$ cat config.mk
export PLATFORM = sky130hd
export DESIGN_NAME = mul_add_arbiter
export DESIGN_NICKNAME = d
export VERILOG_FILES = /design/src/rtl/mul_add_arbiter.sv
export SDC_FILE = /design/constraint.sdc
export NUM_CORES = 1
export LEC_CHECK = 0
export CORE_AREA = 2 2 157 159
export DETAILED_ROUTE_END_ITERATION = 12
export DIE_AREA = 0 0 159 161
export PLACE_DENSITY = 0.65
export SKIP_CTS_REPAIR_TIMING = 1
export SLEW_MARGIN = 20
export SYNTH_ARGS = -nofsm -noshare
export SYNTH_HDL_FRONTEND = slang
export SYNTH_SLANG_ARGS = --single-unit
export TNS_END_PERCENT = 100
$ cat constraint.sdc
create_clock -name clk -period 7.4 [get_ports clk]
set_input_delay 1.48 -clock clk [delete_from_list [all_inputs] [get_ports clk]]
set_output_delay 1.48 -clock clk [all_outputs]
set_load 0.05 [all_outputs]
$ cat src/rtl/mul_add_arbiter.sv
`default_nettype none
// ============================================================================
// Module   : mul_add_arbiter
// Brief    : Round-robin 4-way arbiter sharing one multiply-add unit, with a
//            bounded wait for completion and abort on timeout.
// Revision : 1.0 - initial release
// ============================================================================
module mul_add_arbiter #(
   parameter int DATA_WIDTH = 32,
   parameter int TIMEOUT    = 64
) (
   input  logic                    clk,
   input  logic                    aclr,
   input  logic [3:0]              req,
   input  logic [4*DATA_WIDTH-1:0] req_dataa,
   input  logic [4*DATA_WIDTH-1:0] req_datab,
   output logic [3:0]              ack,
   output logic [DATA_WIDTH-1:0]   result,
   output logic                    err,
   output logic                    busy,
   output logic                    unit_en,
   output logic [DATA_WIDTH-1:0]   unit_dataa,
   output logic [DATA_WIDTH-1:0]   unit_datab,
   output logic                    unit_aclr,
   input  logic                    unit_done,
   input  logic [DATA_WIDTH-1:0]   unit_result
);

   localparam int               CNT_W      = $clog2(TIMEOUT);
   localparam logic [CNT_W-1:0] C_CNT_LAST = CNT_W'(TIMEOUT - 1);

   typedef enum logic [2:0] {
      S_IDLE    = 3'd0,
      S_ISSUE   = 3'd1,
      S_WAIT    = 3'd2,
      S_RESPOND = 3'd3,
      S_ABORT   = 3'd4
   } state_t;

   state_t           r_state;
   logic [1:0]       r_owner;
   logic [1:0]       r_last_owner;
   logic [CNT_W-1:0] r_cnt;

   logic             w_grant_valid;
   logic [1:0]       w_grant_idx;
   logic [1:0]       w_cand;

   // Search starts just after the previous owner; the previous owner is tried last.
   always_comb begin
      w_grant_valid = 1'b0;
      w_grant_idx   = 2'd0;
      w_cand        = 2'd0;
      for (int k = 1; k <= 4; k++) begin
         w_cand = r_last_owner + 2'(k);
         if (!w_grant_valid && req[w_cand]) begin
            w_grant_valid = 1'b1;
            w_grant_idx   = w_cand;
         end
      end
   end

   assign unit_aclr = aclr | (r_state == S_ABORT);

   always_ff @(posedge clk or posedge aclr) begin
      if (aclr) begin
         r_state      <= S_IDLE;
         r_owner      <= 2'd0;
         r_last_owner <= 2'd3;
         r_cnt        <= '0;
         ack          <= 4'd0;
         result       <= '0;
         err          <= 1'b0;
         busy         <= 1'b0;
         unit_en      <= 1'b0;
         unit_dataa   <= '0;
         unit_datab   <= '0;
      end else begin
         case (r_state)
            S_IDLE: begin
               if (w_grant_valid) begin
                  unit_dataa <= req_dataa[w_grant_idx*DATA_WIDTH +: DATA_WIDTH];
                  unit_datab <= req_datab[w_grant_idx*DATA_WIDTH +: DATA_WIDTH];
                  r_owner    <= w_grant_idx;
                  unit_en    <= 1'b1;
                  busy       <= 1'b1;
                  r_state    <= S_ISSUE;
               end
            end
            S_ISSUE: begin
               unit_en <= 1'b0;
               r_cnt   <= '0;
               r_state <= S_WAIT;
            end
            S_WAIT: begin
               // Completion wins over a coincident timeout.
               if (unit_done) begin
                  result  <= unit_result;
                  ack     <= 4'b0001 << r_owner;
                  err     <= 1'b0;
                  r_state <= S_RESPOND;
               end else if (r_cnt == C_CNT_LAST) begin
                  result  <= '0;
                  ack     <= 4'b0001 << r_owner;
                  err     <= 1'b1;
                  r_state <= S_ABORT;
               end else begin
                  r_cnt <= r_cnt + 1'b1;
               end
            end
            S_RESPOND, S_ABORT: begin
               ack          <= 4'd0;
               result       <= '0;
               err          <= 1'b0;
               busy         <= 1'b0;
               r_last_owner <= r_owner;
               r_state      <= S_IDLE;
            end
            default: begin
               ack     <= 4'd0;
               result  <= '0;
               err     <= 1'b0;
               busy    <= 1'b0;
               unit_en <= 1'b0;
               r_state <= S_IDLE;
            end
         endcase
      end
   end

endmodule
`default_nettype wire

; ---- After elaboration in Yosys (flattened, before gate mapping)
; Cells that the tools add are included.
; W data, S select, Z words.
[word_totals]
reg_bits = 116
in_bits = 295
out_inout_bits = 104
wordCells = 88
[op_classes]
add_sub_neg = 4
magnitude_cmp = 4
eq_ne = 9
shifts = 3
mux = 35
bitwise_logic = 4
n_reduce_logical = 18
[op_table]
columns = operator, n
row1 = $shiftx A128 B8 Y32, 2
row2 = $mux W32, 2
row3 = $pmux W32 S2, 1
row4 = $lt A2 B3 Y1 const B, 4
row5 = $mux W6, 2
row6 = $pmux W6 S2, 1
row7 = $mux W1, 11
row8 = $reduce_and A2 Y1, 5
row9 = $mux W3, 3
row10 = $pmux W3 S3, 1
row11 = $bmux W1 S2, 4
row12 = $mux W2, 4
row13 = $mux W4, 2
row14 = $pmux W4 S2, 1
row15 = $add A6 B1 Y6 const B, 1
row16 = $eq A3 B2 Y1 const B, 2
row17 = $eq A6 B6 Y1 const B, 1
row18 = $ne A2 B2 Y1 const B, 3
row19 = $pmux W1 S2, 3
row20 = $reduce_or A2 Y1, 3
row21 = $add A2 B2 Y2 const B, 2
row22 = $shl A1 B2 Y4 const A, 1
row23 = $eq A3 B1 Y1 const B, 1
row24 = $eq A3 B3 Y1 const B, 1
row25 = 10 further kinds, 16

; ---- Depth between registers and ports, before layout
[depth]
word_depth = 15
ltp_mapped = 9
mapped_depth_nobuf = 6

; ---- Least setup slack after synthesis
; No wires, ideal clock.
[synth_timing]
path_kind = in2out
startpoint = input port aclr
endpoint = output port unit_aclr
arrival_ps = 5026
required_time_ps = 5920
slack_ps = 894
cell_stages = 2
path_buffers = 0
path_cell_list = inv_1 > nand2_1
[synth_between]
elab_chain_cells = 1
[synth_rtl]
columns = item, line_no
row1 = "start, declared", 13  ; input logic aclr,
row2 = $or A1 B1 Y1, 63  ; assign unit_aclr = aclr | (r_state == S_ABORT);
row3 = "end, declared", 24  ; output logic unit_aclr,
; No other way between the ends.

; ---- Worst setup path after layout
; Same ends and word-level chain as after synthesis.

==> impl_metrics.tcl <==
set metrics [dict create \
    status "finished, final reports clean" \
    report.final.slew_viol_count 0 \
    crit_path_end "unit_aclr" \
    ys_seq_area_share_pct 41.8 \
    dieArea_mm2 0.0256 \
    synth_area_mm2 0.00695 \
    grt_usage_pct 19.3 \
    synth_top_family_by_area "multiplexers" \
    worst_pin_slew_ns 1.01 \
    reg2reg_depth 6 \
    swShare_pct 48.9 \
    wl_per_cell_um 19.2 \
    syn_nets 930 \
    synth_warnings 0 \
    dpl.hpwl_um 18300 \
    via_per_inst 5.01 \
    die_w_um 159 \
    synth_fa_ha_area_share_pct 0.180 \
    ctsRootBufferMaster "clkbuf_16" \
    synthSimpleGateAreaFrac_pct 14.6 \
    required_ns 5.92 \
    muxShareOfSynthArea_pct 20.0 \
    routed_wl_um 25500 \
    synthFlopType "dfrtp_1" \
    ys_ff_latch 116 \
    yosys-top-cells-area "dfrtp_1, mux2i_1, a221o_1, nand3_1, mux2_1" \
    coreArea_mm2 0.0240 \
    overflow 0 \
    clockBufferDepth 2 \
    cp-end-kind "primary output" \
    synth_xor_area_share_pct 0.378 \
    synth_edf_count 0 \
    slew_headroom_pct 32.5 \
    synth_compound_area_share_pct 16.0 \
    num_io_pins 399 \
    setup_slack_ns 2.59 \
    finalSetupViolations 0 \
    synth-async-reset-ratio_pct 100 \
    start_kind "input port" \
    peakVddDrop_uv 302 \
    synth_largest_area_cell "dfrtp_1" \
    r2r_slack_ns 4.38 \
    crit_fanout 58 \
    port_buffers 398 \
    seqPwrFrac_pct 22.4 \
    final_nets 1289 \
    maxCapViolCount 0 \
    cpMaxStageDelayCell "clkdlybuf4s50_1" \
    postSynthAreaPerCell_um2 11.0 \
    grt_max_degree 130 \
    clockPowerShare_pct 16.3 \
    antenna_cells 0 \
    rsz0062_at_grt "false" \
    yosys.cell_types.count 45 \
    min_period_ns 4.81 \
    die_h_um 161 \
    final.fill_count 2257 \
    worstPathArrival_ns 3.33 \
    synth_top_area_share_pct 41.1 \
    rows 57 \
    p_leak_nw 4.59 \
    gp_congestion 0.797 \
    cts_buffers 17 \
    hp-start "ack[2]$_DFFE_PP0P_" \
    drive_gt1_share_pct 9.44 \
    cts_tree "built" \
    critPathMaxStageDelay_ns 0.74 \
    power_frac_comb_pct 61.3 \
    fin_crit_sh_pct 65.0 \
    dp_slack_ns 2.51 \
    power_switching_w 0.00249 \
    holdCritPathClass "reg -> reg" \
    grt_pass1_wl_um 38900 \
    finClkSkew_ns 0.00934 \
    antenna_found_initial 0 \
    clkTransAtPathRegs_ns 0.06 \
    clock_sinks 116 \
    startpoint "aclr" \
    fin_setup_tns_ns 0 \
    num_vias 6661 \
    clk_latency_ns 0.42 \
    power.internal_w 0.00259 \
    path_cells "clkdlybuf4s50_1 -> inv_4 -> nand2_1 -> clkdlybuf4s50_1" \
    ant_nets 0 \
    grt_pass1_vias 6533 \
    cpMostUsedCell "clkdlybuf4s50_1" \
    hold_violations 0 \
    initial_core_util_pct 29.0 \
    critPathKind "in -> out" \
    syn-instance-count 634 \
    drc 0 \
    dr.first_iter.drc_count 482 \
    first_pass_iters 5 \
    powerDensity_mw_per_mm2 439 \
    synthToLayoutAreaGrowth_pct 66.6 \
    r2r_start "r_state[0]$_DFFE_PP0P_" \
    max_freq_mhz 208 \
    r2r_end "unit_datab[28]$_DFFE_PP0P_" \
    cts_htree_levels 4 \
]
-- logic make-up after synthesis --
family / count (synthesis)
AO/OA/AOI/OAI: 127
XOR/XNOR: 3
adder cells (fa/ha/maj): 1
buffers and inverters: 71
flip-flops: 116
multiplexers: 131
AND/OR/NAND/NOR: 185
-- sequential cells by signal (all words and copies together), names as in the netlist --
| register | flops |
|---|---|
| r_cnt | 6 |
| err | 1 |
| busy | 1 |
| r_last_owner | 2 |
| r_owner | 2 |
| unit_datab | 32 |
| result | 32 |
| unit_dataa | 32 |
| ack | 4 |
| unit_en | 1 |
| r_state | 3 |
-- metal layers --
metal	track usage [%]	routed length, um
met2	33.0	12800
met4	4.92	325
met5	0	0
met1	24.8	11000
met3	4.49	1370
-- cells in the mapped netlist, types with 2 or more instances --
cell type	number
a22oi_1	2
xnor2_1	3
nor2_1	12
a221o_1	64
a22o_1	32
o22ai_1	2
nor2b_1	3
nand2_1	22
nand3_2	20
dfstp_2	2
nor3_1	3
mux2_1	43
buf_2	17
nand2b_1	3
dfrtp_1	114
mux2_2	22
buf_6	17
a21oi_1	8
buf_1	2
clkbuf_1	22
inv_1	4
nand3_1	114
buf_4	4
o21ai_0	8
buf_8	5
o21ai_1	2
mux2i_1	66
-- stage by stage --
stage	power, W	hold slack (ns)	instances	instance area [um^2]	util (%)
after floorplan	0.00335	0.488	634	6950	-
after global placement	0.00426	0.462	1298	11000	45.8
after detailed placement	0.00428	0.467	1298	11000	45.8
after CTS	0.00513	0.482	1330	11600	48.3
after global routing	0.00532	0.513	1330	11600	48.3
final	0.00508	0.482	1330	11600	48.3
-- layout by cell type, fill, tap and decap left out, types with 2 or more instances in the layout --
cell / Yosys / routed
nand2_1: 22 / 21
dfstp_2: 2 / 2
inv_6: 0 / 7
nor2_1: 12 / 11
a22o_1: 32 / 32
nor2b_1: 3 / 3
nor3_1: 3 / 3
clkbuf_16: 0 / 17
buf_4: 4 / 8
nand3_1: 114 / 114
a21oi_1: 8 / 7
o21ai_1: 2 / 2
dfrtp_1: 114 / 114
inv_8: 0 / 2
inv_1: 4 / 3
mux2_1: 43 / 43
a221o_1: 64 / 64
xnor2_1: 3 / 3
mux2_2: 22 / 22
mux2i_1: 66 / 66
clkdlybuf4s50_1: 0 / 398
nand2b_1: 3 / 3
o22ai_1: 2 / 2
a22oi_1: 2 / 2
clkinvlp_4: 0 / 3
o21ai_0: 8 / 8
nand3_2: 20 / 20
-- critical path: cells and delay by family --
kind                   cells  cell delay [ns]
buffers and inverters      3             1.73
and+or+nand+nor            1             0.11
-- worst min path at each step --
stage	slack, ns	cells past startpoint	end
global placement	0.46	2	ack[2]$_DFFE_PP0P_
floorplan	0.49	2	r_cnt[1]$_DFFE_PP0P_
detailed placement	0.47	2	ack[2]$_DFFE_PP0P_
finish	0.48	2	ack[2]$_DFFE_PP0P_
CTS	0.48	2	ack[2]$_DFFE_PP0P_
global route	0.51	2	ack[1]$_DFFE_PP0P_
-- power by group through the flow --
stage          clock [W]  combinational (W)  sequential, W
6_report        0.000828            0.00311        0.00114
5_1_grt         0.000875            0.00327        0.00118
4_1_cts         0.000846            0.00314        0.00114
3_5_place_dp           0            0.00314        0.00114
3_3_place_gp           0            0.00312        0.00114
2_1_floorplan          0            0.00131        0.00205
-- cell type report --
class | instances | area [um^2] | share of cell area [%]
timing repair buffer | 407 | 4060 | 35.1
multi-input combinational | 447 | 3590 | 31.0
sequential | 116 | 2910 | 25.1
clock buffer | 17 | 425 | 3.68
tap | 324 | 405 | 3.50
clock inverter | 15 | 161 | 1.39
inverter | 4 | 17.5 | 0.151
Note: power is estimated with default switching activity, not from simulation.
